<file path="src/rtl/ctr_priority_sched_if.sv">
// Bus between the memory-cycle timer control and the counter-cell priority scheduler.
// The master side drives the strobes and request levels; the slave side returns the grant.
interface ctr_priority_sched_if #(
    parameter int NREQ = 20,
    parameter int IW   = 5
);
    logic            GOJAM;
    logic            STOP;
    logic            T12;
    logic            INKL;
    logic [NREQ-1:0] REQ;
    logic            CTROR;
    logic [NREQ-1:0] GNT;
    logic [IW-1:0]   GNT_IDX;
    logic [NREQ-1:0] PEND;
    logic            OVR;

    modport master (
        output GOJAM, STOP, T12, INKL, REQ,
        input  CTROR, GNT, GNT_IDX, PEND, OVR
    );

    modport slave (
        input  GOJAM, STOP, T12, INKL, REQ,
        output CTROR, GNT, GNT_IDX, PEND, OVR
    );
endinterface

</file>
<file path="src/rtl/ctr_priority_sched.sv">
// Counter-cell priority scheduler: latches request edges, steals the next MCT for the lowest pending index.
// Optional macro CTR_BURST_LIMIT_EN caps consecutive counter MCTs at BURST_MAX.

// One request cell: edge detector plus pending bit.
module ctr_priority_cell (
    input  logic clk_i,
    input  logic rst_ni,
    input  logic gojam_i,
    input  logic req_i,
    input  logic clr_i,
    output logic pend_o,
    output logic ovr_hit_o
);
    logic req_q;
    logic pend_q, pend_d;
    logic edge_w;

    assign edge_w    = req_i & ~req_q;
    // A grant clearing this bit absorbs the old request, so a coincident edge is not an overrun.
    assign ovr_hit_o = edge_w & pend_q & ~clr_i;
    assign pend_d    = gojam_i ? 1'b0 : ((pend_q & ~clr_i) | edge_w);
    assign pend_o    = pend_q;

    always_ff @(posedge clk_i or negedge rst_ni) begin
        if (!rst_ni) begin
            req_q  <= 1'b0;
            pend_q <= 1'b0;
        end else begin
            req_q  <= req_i;
            pend_q <= pend_d;
        end
    end
endmodule

module ctr_priority_sched #(
    parameter int NREQ      = 20,
    parameter int IW        = 5,
    parameter int BURST_MAX = 4
) (
    input  logic                 SIM_CLK,
    input  logic                 SIM_RST,
    ctr_priority_sched_if.slave  bus
);
    if ((2 ** IW) < NREQ || BURST_MAX < 1) begin : g_param_chk
        $error("ctr_priority_sched: IW too narrow for NREQ or BURST_MAX < 1");
    end

    logic [NREQ-1:0] pend;
    logic [NREQ-1:0] ovr_hit;
    logic [NREQ-1:0] pick_oh;
    logic [NREQ-1:0] clr;
    logic [IW-1:0]   pick_idx;
    logic            qual;
    logic            grant;
    logic            burst_hold;

    logic            ctror_q, ctror_d;
    logic [NREQ-1:0] gnt_q, gnt_d;
    logic [IW-1:0]   gnt_idx_q, gnt_idx_d;
    logic            ovr_q, ovr_d;

    // Lowest set bit isolates the highest-priority pending cell.
    assign pick_oh = pend & (~pend + NREQ'(1));

    always_comb begin
        pick_idx = '0;
        for (int i = NREQ - 1; i >= 0; i--) begin
            if (pend[i]) pick_idx = IW'(i);
        end
    end

    assign qual  = bus.T12 & ~bus.STOP;
    assign grant = qual & ~bus.INKL & (|pend) & ~burst_hold;
    assign clr   = grant ? pick_oh : '0;

    for (genvar g = 0; g < NREQ; g++) begin : g_cell
        ctr_priority_cell u_cell (
            .clk_i     (SIM_CLK),
            .rst_ni    (SIM_RST),
            .gojam_i   (bus.GOJAM),
            .req_i     (bus.REQ[g]),
            .clr_i     (clr[g]),
            .pend_o    (pend[g]),
            .ovr_hit_o (ovr_hit[g])
        );
    end

`ifdef CTR_BURST_LIMIT_EN
    localparam int BW = $clog2(BURST_MAX + 1);
    logic [BW-1:0] burst_q, burst_d;

    assign burst_hold = qual & (burst_q == BW'(BURST_MAX));

    // Grants only happen below BURST_MAX, so the increment never wraps.
    always_comb begin
        burst_d = burst_q;
        if (bus.GOJAM)  burst_d = '0;
        else if (qual)  burst_d = grant ? burst_q + BW'(1) : '0;
    end

    always_ff @(posedge SIM_CLK or negedge SIM_RST) begin
        if (!SIM_RST) burst_q <= '0;
        else          burst_q <= burst_d;
    end
`else
    assign burst_hold = 1'b0;
`endif

    always_comb begin
        ctror_d   = ctror_q;
        gnt_d     = gnt_q;
        gnt_idx_d = gnt_idx_q;
        ovr_d     = ovr_q | (|ovr_hit);
        if (bus.GOJAM) begin
            ctror_d   = 1'b0;
            gnt_d     = '0;
            gnt_idx_d = '0;
            ovr_d     = 1'b0;
        end else if (qual) begin
            ctror_d   = grant;
            gnt_d     = clr;
            gnt_idx_d = grant ? pick_idx : '0;
        end
    end

    always_ff @(posedge SIM_CLK or negedge SIM_RST) begin
        if (!SIM_RST) begin
            ctror_q   <= 1'b0;
            gnt_q     <= '0;
            gnt_idx_q <= '0;
            ovr_q     <= 1'b0;
        end else begin
            ctror_q   <= ctror_d;
            gnt_q     <= gnt_d;
            gnt_idx_q <= gnt_idx_d;
            ovr_q     <= ovr_d;
        end
    end

    assign bus.CTROR   = ctror_q;
    assign bus.GNT     = gnt_q;
    assign bus.GNT_IDX = gnt_idx_q;
    assign bus.PEND    = pend;
    assign bus.OVR     = ovr_q;
endmodule

</file>
<file path="src/flat_wrapper.sv">
// flat-port wrapper written by rule: the top's interface ports become plain ports
module ctr_priority_sched_flat 
#(
    parameter int NREQ      = 20,
    parameter int IW        = 5,
    parameter int BURST_MAX = 4
)
  (SIM_CLK, SIM_RST, bus_GOJAM, bus_STOP, bus_T12, bus_INKL, bus_REQ, bus_CTROR, bus_GNT, bus_GNT_IDX, bus_PEND, bus_OVR);
  ctr_priority_sched_if #(.NREQ(NREQ), .IW(IW)) bus_i ();
  input  logic SIM_CLK;
  input  logic SIM_RST;
  input wire logic [$bits(bus_i.GOJAM)-1:0] bus_GOJAM;
  input wire logic [$bits(bus_i.STOP)-1:0] bus_STOP;
  input wire logic [$bits(bus_i.T12)-1:0] bus_T12;
  input wire logic [$bits(bus_i.INKL)-1:0] bus_INKL;
  input wire logic [$bits(bus_i.REQ)-1:0] bus_REQ;
  output wire logic [$bits(bus_i.CTROR)-1:0] bus_CTROR;
  output wire logic [$bits(bus_i.GNT)-1:0] bus_GNT;
  output wire logic [$bits(bus_i.GNT_IDX)-1:0] bus_GNT_IDX;
  output wire logic [$bits(bus_i.PEND)-1:0] bus_PEND;
  output wire logic [$bits(bus_i.OVR)-1:0] bus_OVR;
  assign bus_i.GOJAM = bus_GOJAM;
  assign bus_i.STOP = bus_STOP;
  assign bus_i.T12 = bus_T12;
  assign bus_i.INKL = bus_INKL;
  assign bus_i.REQ = bus_REQ;
  assign bus_CTROR = bus_i.CTROR;
  assign bus_GNT = bus_i.GNT;
  assign bus_GNT_IDX = bus_i.GNT_IDX;
  assign bus_PEND = bus_i.PEND;
  assign bus_OVR = bus_i.OVR;
  ctr_priority_sched #(.NREQ(NREQ), .IW(IW), .BURST_MAX(BURST_MAX)) u_core (.SIM_CLK(SIM_CLK), .SIM_RST(SIM_RST), .bus(bus_i));
endmodule
</file>
<file path="config.mk">
export PLATFORM = sky130hd
export DESIGN_NAME = ctr_priority_sched_flat
export DESIGN_NICKNAME = d
export VERILOG_FILES = /design/src/rtl/ctr_priority_sched_if.sv /design/src/rtl/ctr_priority_sched.sv /design/src/flat_wrapper.sv
export SDC_FILE = /design/constraint.sdc
export NUM_CORES = 1
export LEC_CHECK = 0
export BUFFER_PORTS_ARGS = -buffer_cell sky130_fd_sc_hd__buf_2
export CAP_MARGIN = 0
export CORE_MARGIN = 3
export CORE_UTILIZATION = 48
export CTS_CLUSTER_DIAMETER = 30
export DETAILED_ROUTE_END_ITERATION = 10
export PLACE_DENSITY = 0.73
export SYNTH_ARGS = -nofsm -noshare
export SYNTH_HDL_FRONTEND = slang
export SYNTH_SLANG_ARGS = --single-unit
</file>
<file path="constraint.sdc">
create_clock -name SIM_CLK -period 2.3 [get_ports SIM_CLK]
set_clock_uncertainty 0.05 [all_clocks]
set_input_delay 0.115 -clock SIM_CLK [delete_from_list [all_inputs] [get_ports SIM_CLK]]
set_output_delay 0.115 -clock SIM_CLK [all_outputs]
set_load 0.02 [all_outputs]
</file>
Yosys cells after proc, flatten, opt, wreduce, memory -nomap -nowiden

Index checks and enable logic that the tools add are counted.

Input bits: 26
Register bits after elaboration: 67

Bitwise operators: 148
Add/subtract/negate cells: 1
Reduce and logical (&&, ||, !) cells: 3
Multiplexer cells: 49

Operators by type and width:

| kind                  | number |
|---|---|
| $mux 5                | 23 |
| $and 1x1->1           | 83 |
| $mux 20               | 3 |
| $not 1->1             | 42 |
| $reduce_or 20->1      | 2 |
| $mux 1                | 23 |
| $or 1x1->1            | 21 |
| $add 20x1->20 const B | 1 |
| $and 20x20->20        | 1 |
| $not 20->20           | 1 |
| $reduce_bool 2->1     | 1 |

Longest topological paths before layout

Depth after elaboration: 23
Mapped depth: 8

Cells and area by module

From an unflattened synthesis, not the netlist that was laid out.

Cells, all modules: 280
Area, all modules: 3109.2 um2

Modules (own cells, without submodules):

| module             | cells an instance | instances | area each (um2) | seq. area each (um2) |
|---|---|---|---|---|
| ctr_priority_sched | 160               | 1         | 1607.8          | 675.6 |
| ctr_priority_cell  | 6                 | 20        | 75.1            | 50.0 |

Worst setup path before layout

No wires, ideal clock.

Path kind: reg2reg
Start point: reg u_core.g_cell[10].u_cell.pend_q
End point: reg u_core.gnt_q[10] (netlist: u_core.bus.GNT[10])
Required time: 2.128 ns
Arrival time: 2.056 ns
Stages on the path, launching flop included: 7
Setup time: 0.122 ns
Slack: 0.072 ns
Buffers on the path: 0
Cell sequence: dfrtp_1 or4_4 nor4_4 a31o_4 or2_4 nor2_4 a32o_1

Longest elaborated chain between the ends: 6

Ends and longest elaborated chain:

| what                   | RTL line                  | RTL |
|---|---|---|
| start, declared        | ctr_priority_sched.sv:15  | `logic pend_q, pend_d;` |
| start signal, assigned | ctr_priority_sched.sv:30  | `pend_q <= pend_d;` |
| $not 20->20            | ctr_priority_sched.sv:63  | `assign pick_oh = pend & (~pend + NREQ'(1));` |
| $add 20x1->20          | ctr_priority_sched.sv:63  |  |
| $and 20x20->20         | ctr_priority_sched.sv:63  |  |
| $mux 20 *              | ctr_priority_sched.sv:74  | `assign clr = grant ? pick_oh : '0;` |
| $mux 20 *              | ctr_priority_sched.sv:119 | `end else if (qual) begin` |
| $mux 20 *              | ctr_priority_sched.sv:114 | `if (bus.GOJAM) begin` |
| end signal, assigned   | ctr_priority_sched.sv:134 | `gnt_q <= gnt_d;` |
| end, declared          | ctr_priority_sched.sv:58  | `logic [NREQ-1:0] gnt_q, gnt_d;` |

Mark *: on every way between the ends. The rest lies on a longest branch, timed or not. The select of a mux whose other input is x is not followed.
A chain may end at the register's enable or synchronous reset.

Worst setup path in the final report

Start point: reg u_core.g_cell[9].u_cell.pend_q
End point: reg u_core.ovr_q (netlist: u_core.bus.OVR)

Longest elaborated chain between the ends: 9

Ends and longest elaborated chain:

| what                   | RTL line                  | RTL |
|---|---|---|
| start, declared        | ctr_priority_sched.sv:15  |  |
| start signal, assigned | ctr_priority_sched.sv:30  |  |
| $not 20->20            | ctr_priority_sched.sv:63  |  |
| $add 20x1->20          | ctr_priority_sched.sv:63  |  |
| $and 20x20->20         | ctr_priority_sched.sv:63  |  |
| $mux 20                | ctr_priority_sched.sv:74  |  |
| $not 1->1              | ctr_priority_sched.sv:20  | `assign ovr_hit_o = edge_w & pend_q & ~clr_i;` |
| $and 1x1->1            | ctr_priority_sched.sv:20  |  |
| $reduce_or 20->1 *     | ctr_priority_sched.sv:113 | `ovr_d = ovr_q \| (\|ovr_hit);` |
| $or 1x1->1 *           | ctr_priority_sched.sv:113 |  |
| $mux 1 *               | ctr_priority_sched.sv:114 |  |
| via u_core.ovr_d       | ctr_priority_sched.sv:60  | `logic ovr_q, ovr_d;` |
| end signal, assigned   | ctr_priority_sched.sv:136 | `ovr_q <= ovr_d;` |
| end, declared          | ctr_priority_sched.sv:60  |  |

The timed path passes the listed nets; every way through them passes the cells marked *.

==> flow_summary.toml <==
[logic_synthesis]
synth_top_area_share = 0.5427
synth_cell_types = 47
ys_warn_count = 0
synth_area_leaders = "dfrtp_1, buf_4, a21oi_1"
yosys_most_used_dff = "dfrtp_1"
synth_seq_area_share = 0.5427
syn_area_per_cell_sq_um = 10.44
synth_fp_nets = 322
synth_edf_count = 0
synth_cells = 296
synth_seq_cells = 67
synth_top_area_cell = "dfrtp_1"
yosysMostFrequentCell = "dfrtp_1"
ys_async_sr_fraction = 1.000
synth_common_cells = "dfrtp_1, nor2_1, a21oi_1"
syn-cell-area_sq_um = 3089

[worst_setup_path]
end_kind = "flip-flop"
critPathMaxFanout = 5
worst_r2r_endpoint = "u_core.bus.OVR"
critPathKind = "reg2reg"
arrival_ps = 2390
rr_startpoint = "u_core.g_cell[9].u_cell.pend_o"
r2r_slack_ps = 80
r2r_cells = 6
worst_setup_path_start_kind = "flip-flop"
required_ps = 2470

[clock_tree]
clkTransAtPathRegs_ps = 70
cts_tree = "yes"
insertion_delay_ps = 350
cts_buffers = 9
cts-htree-levels = 3
clockBufferDepth = 2
clock-sinks = 67
cts_root_buffer = "clkbuf_8"

[run]
cap_violations = 0

[cells_and_area]
nFillCells = 502
regArea_sq_um = 1677
drive_above_1_share = 0.3441
area_growth_pct = 30.01
final_core_util = 0.6627
multi_input_area_sq_um = 1214
antennaDiodeCount = 0
fin_nets = 423
design_area_sq_um = 4016

[global_routing]
grt_pass1_wl_um = 13200
grt_antenna_before_repair = 0
grt_start_max_net_pins = 39
overflow = 0
track_usage = 0.2296
grt_pass1_vias = 2627

[floorplanning]
core_area_sq_um = 6061
die_w_um = 86.23
rows = 28
start_util = 0.5097
io_pins = 73
die_h_um = 86.23
dieArea_sq_um = 7435

[timing]
setup_viol = 0
tightest_slew_ps = 695.9
holdWs_ps = 62.18
final.period_utilization = 0.9666
fin_crit_ps = 2223
slew_headroom = 0.5361
slew_violations = 0
layout_setup_ws_ps = 76.77
fmax_ghz = 0.4498
final_hold_viol_count = 0

[power_and_ir_drop]
pwr_density_cell_nw_per_um2 = 670.9
p_leak_nw = 1.927
max-vdd-ir-drop_mv = 0.4225
power.total_mw = 2.695

[routing]
ant_nets = 0
vias = 2661
drt_iter0_markers = 202
drt-pass1-iter-count = 5
drcViolationCount = 0
finalWirelength_um = 7893
viasPerCell = 5.590
routedWlPerCell_um = 16.58

[place]
place_ws_ps = -47.62
place_area_sq_um = 3557
dp_hpwl_um = 5580
routabilityCongestion = 0.8758
portBuffers = 72

[status]
outcome = "complete, no violations"

[min_path]
hp-start = "bus_INKL"
hold_class = "in2reg"
hold_end = "u_core.bus.GNT[3]"
worstHoldPathCells = 4
cell usage in the layout, fill, tap and decap left out, types with 2 or more instances in the layout:
master and n:
o31ai_1 6, o211ai_1 2, or2_4 2, a21o_1 2
buf_4 29, dfrtp_1 67, inv_1 8, o31a_1 2
nand2_1 10, clkbuf_1 2, a22oi_1 7, nand2b_1 19
a22o_1 3, nor3_1 6, clkbuf_8 11, buf_2 72
dlygate4sd3_1 21, or2_2 7, nor4_2 5, or4_4 2
nor4_1 5, nor2b_1 8, a32o_1 10, nand3_1 3
o22ai_1 2, o21ai_0 14, a21oi_1 25, nor3b_1 2
nor2_1 28
routing by layer:
metal / part of all wire / track usage
met5: 0 / 0
met4: 0.016 / 0.1062
met3: 0.066 / 0.03707
met2: 0.47 / 0.3462
met1: 0.45 / 0.3271
metrics by stage:
step	setup TNS (ps)	cells
CTS	0	474
global placement	0	438
finish	0	476
detailed placement	-47.62	438
floorplan	0	296
global route	-6.317	476
worst max-delay path by stage:
stage / slack [ps] / end / startpoint / cells past startpoint
final: 80 / u_core.bus.OVR / u_core.g_cell[9].u_cell.pend_o / 6
after global routing: -6 / u_core.bus.OVR / u_core.g_cell[8].u_cell.pend_o / 7
after CTS: 30 / u_core.bus.OVR / u_core.g_cell[10].u_cell.pend_o / 6
after detailed placement: -50 / u_core.bus.OVR / u_core.g_cell[8].u_cell.pend_o / 7
after global placement: 10 / u_core.bus.OVR / u_core.g_cell[8].u_cell.pend_o / 7
after floorplan: 70 / u_core.bus.GNT[10] / u_core.g_cell[10].u_cell.pend_o / 6
timing repair:
item,CTS,global route
resized for setup,2,7
endpoints found under the hold margin,51,0
hold buffers,21,0
setup buffers,0,2
endpoints found under the setup margin,1,7
pin swaps,0,4
layout make-up:
cell class / instances / area share
flip-flops and latches: 67 / 0.4174
repair buffers: 123 / 0.2012
clock buffers: 13 / 0.03956
clock inverters: 2 / 0.008723
multi-input cells: 188 / 0.3022
inverters: 8 / 0.007477
well taps: 75 / 0.02336
worst max-delay path, stage by stage (launching register included):
cell      delay [ps]
dfrtp_1          410
or4_4            580
or2_4            280
o311ai_2         270
o211ai_1         140
nor4_2           250
a31oi_1          110
where the power goes:
group          switching, mW  total, mW  internal (mW)  leakage [nW]
Sequential            0.0333       1.26           1.23         0.870
Combinational          0.266      0.460          0.194         0.957
Clock                  0.422      0.975          0.553        0.0995
Total                  0.722       2.69           1.97          1.93
flip-flops by register name, indices dropped and copies added (netlist names):
| register | cells |
|---|---|
| u_core.bus.CTROR | 1 |
| u_core.g_cell.u_cell.pend_o | 20 |
| u_core.g_cell.u_cell.req_q | 20 |
| u_core.bus.GNT | 20 |
| u_core.bus.GNT_IDX | 5 |
| u_core.bus.OVR | 1 |
kinds of logic (layout without fill, tap and decap cells):
logic type             Yosys count  count (layout)  synth area share
DFF                             67              67            0.5427
AOI/OAI and AO/OA               82              82            0.1823
and+or+nand+nor                106             106            0.1977
buffers and inverters           41             146           0.07736
Note: power is estimated with default switching activity, not from simulation.
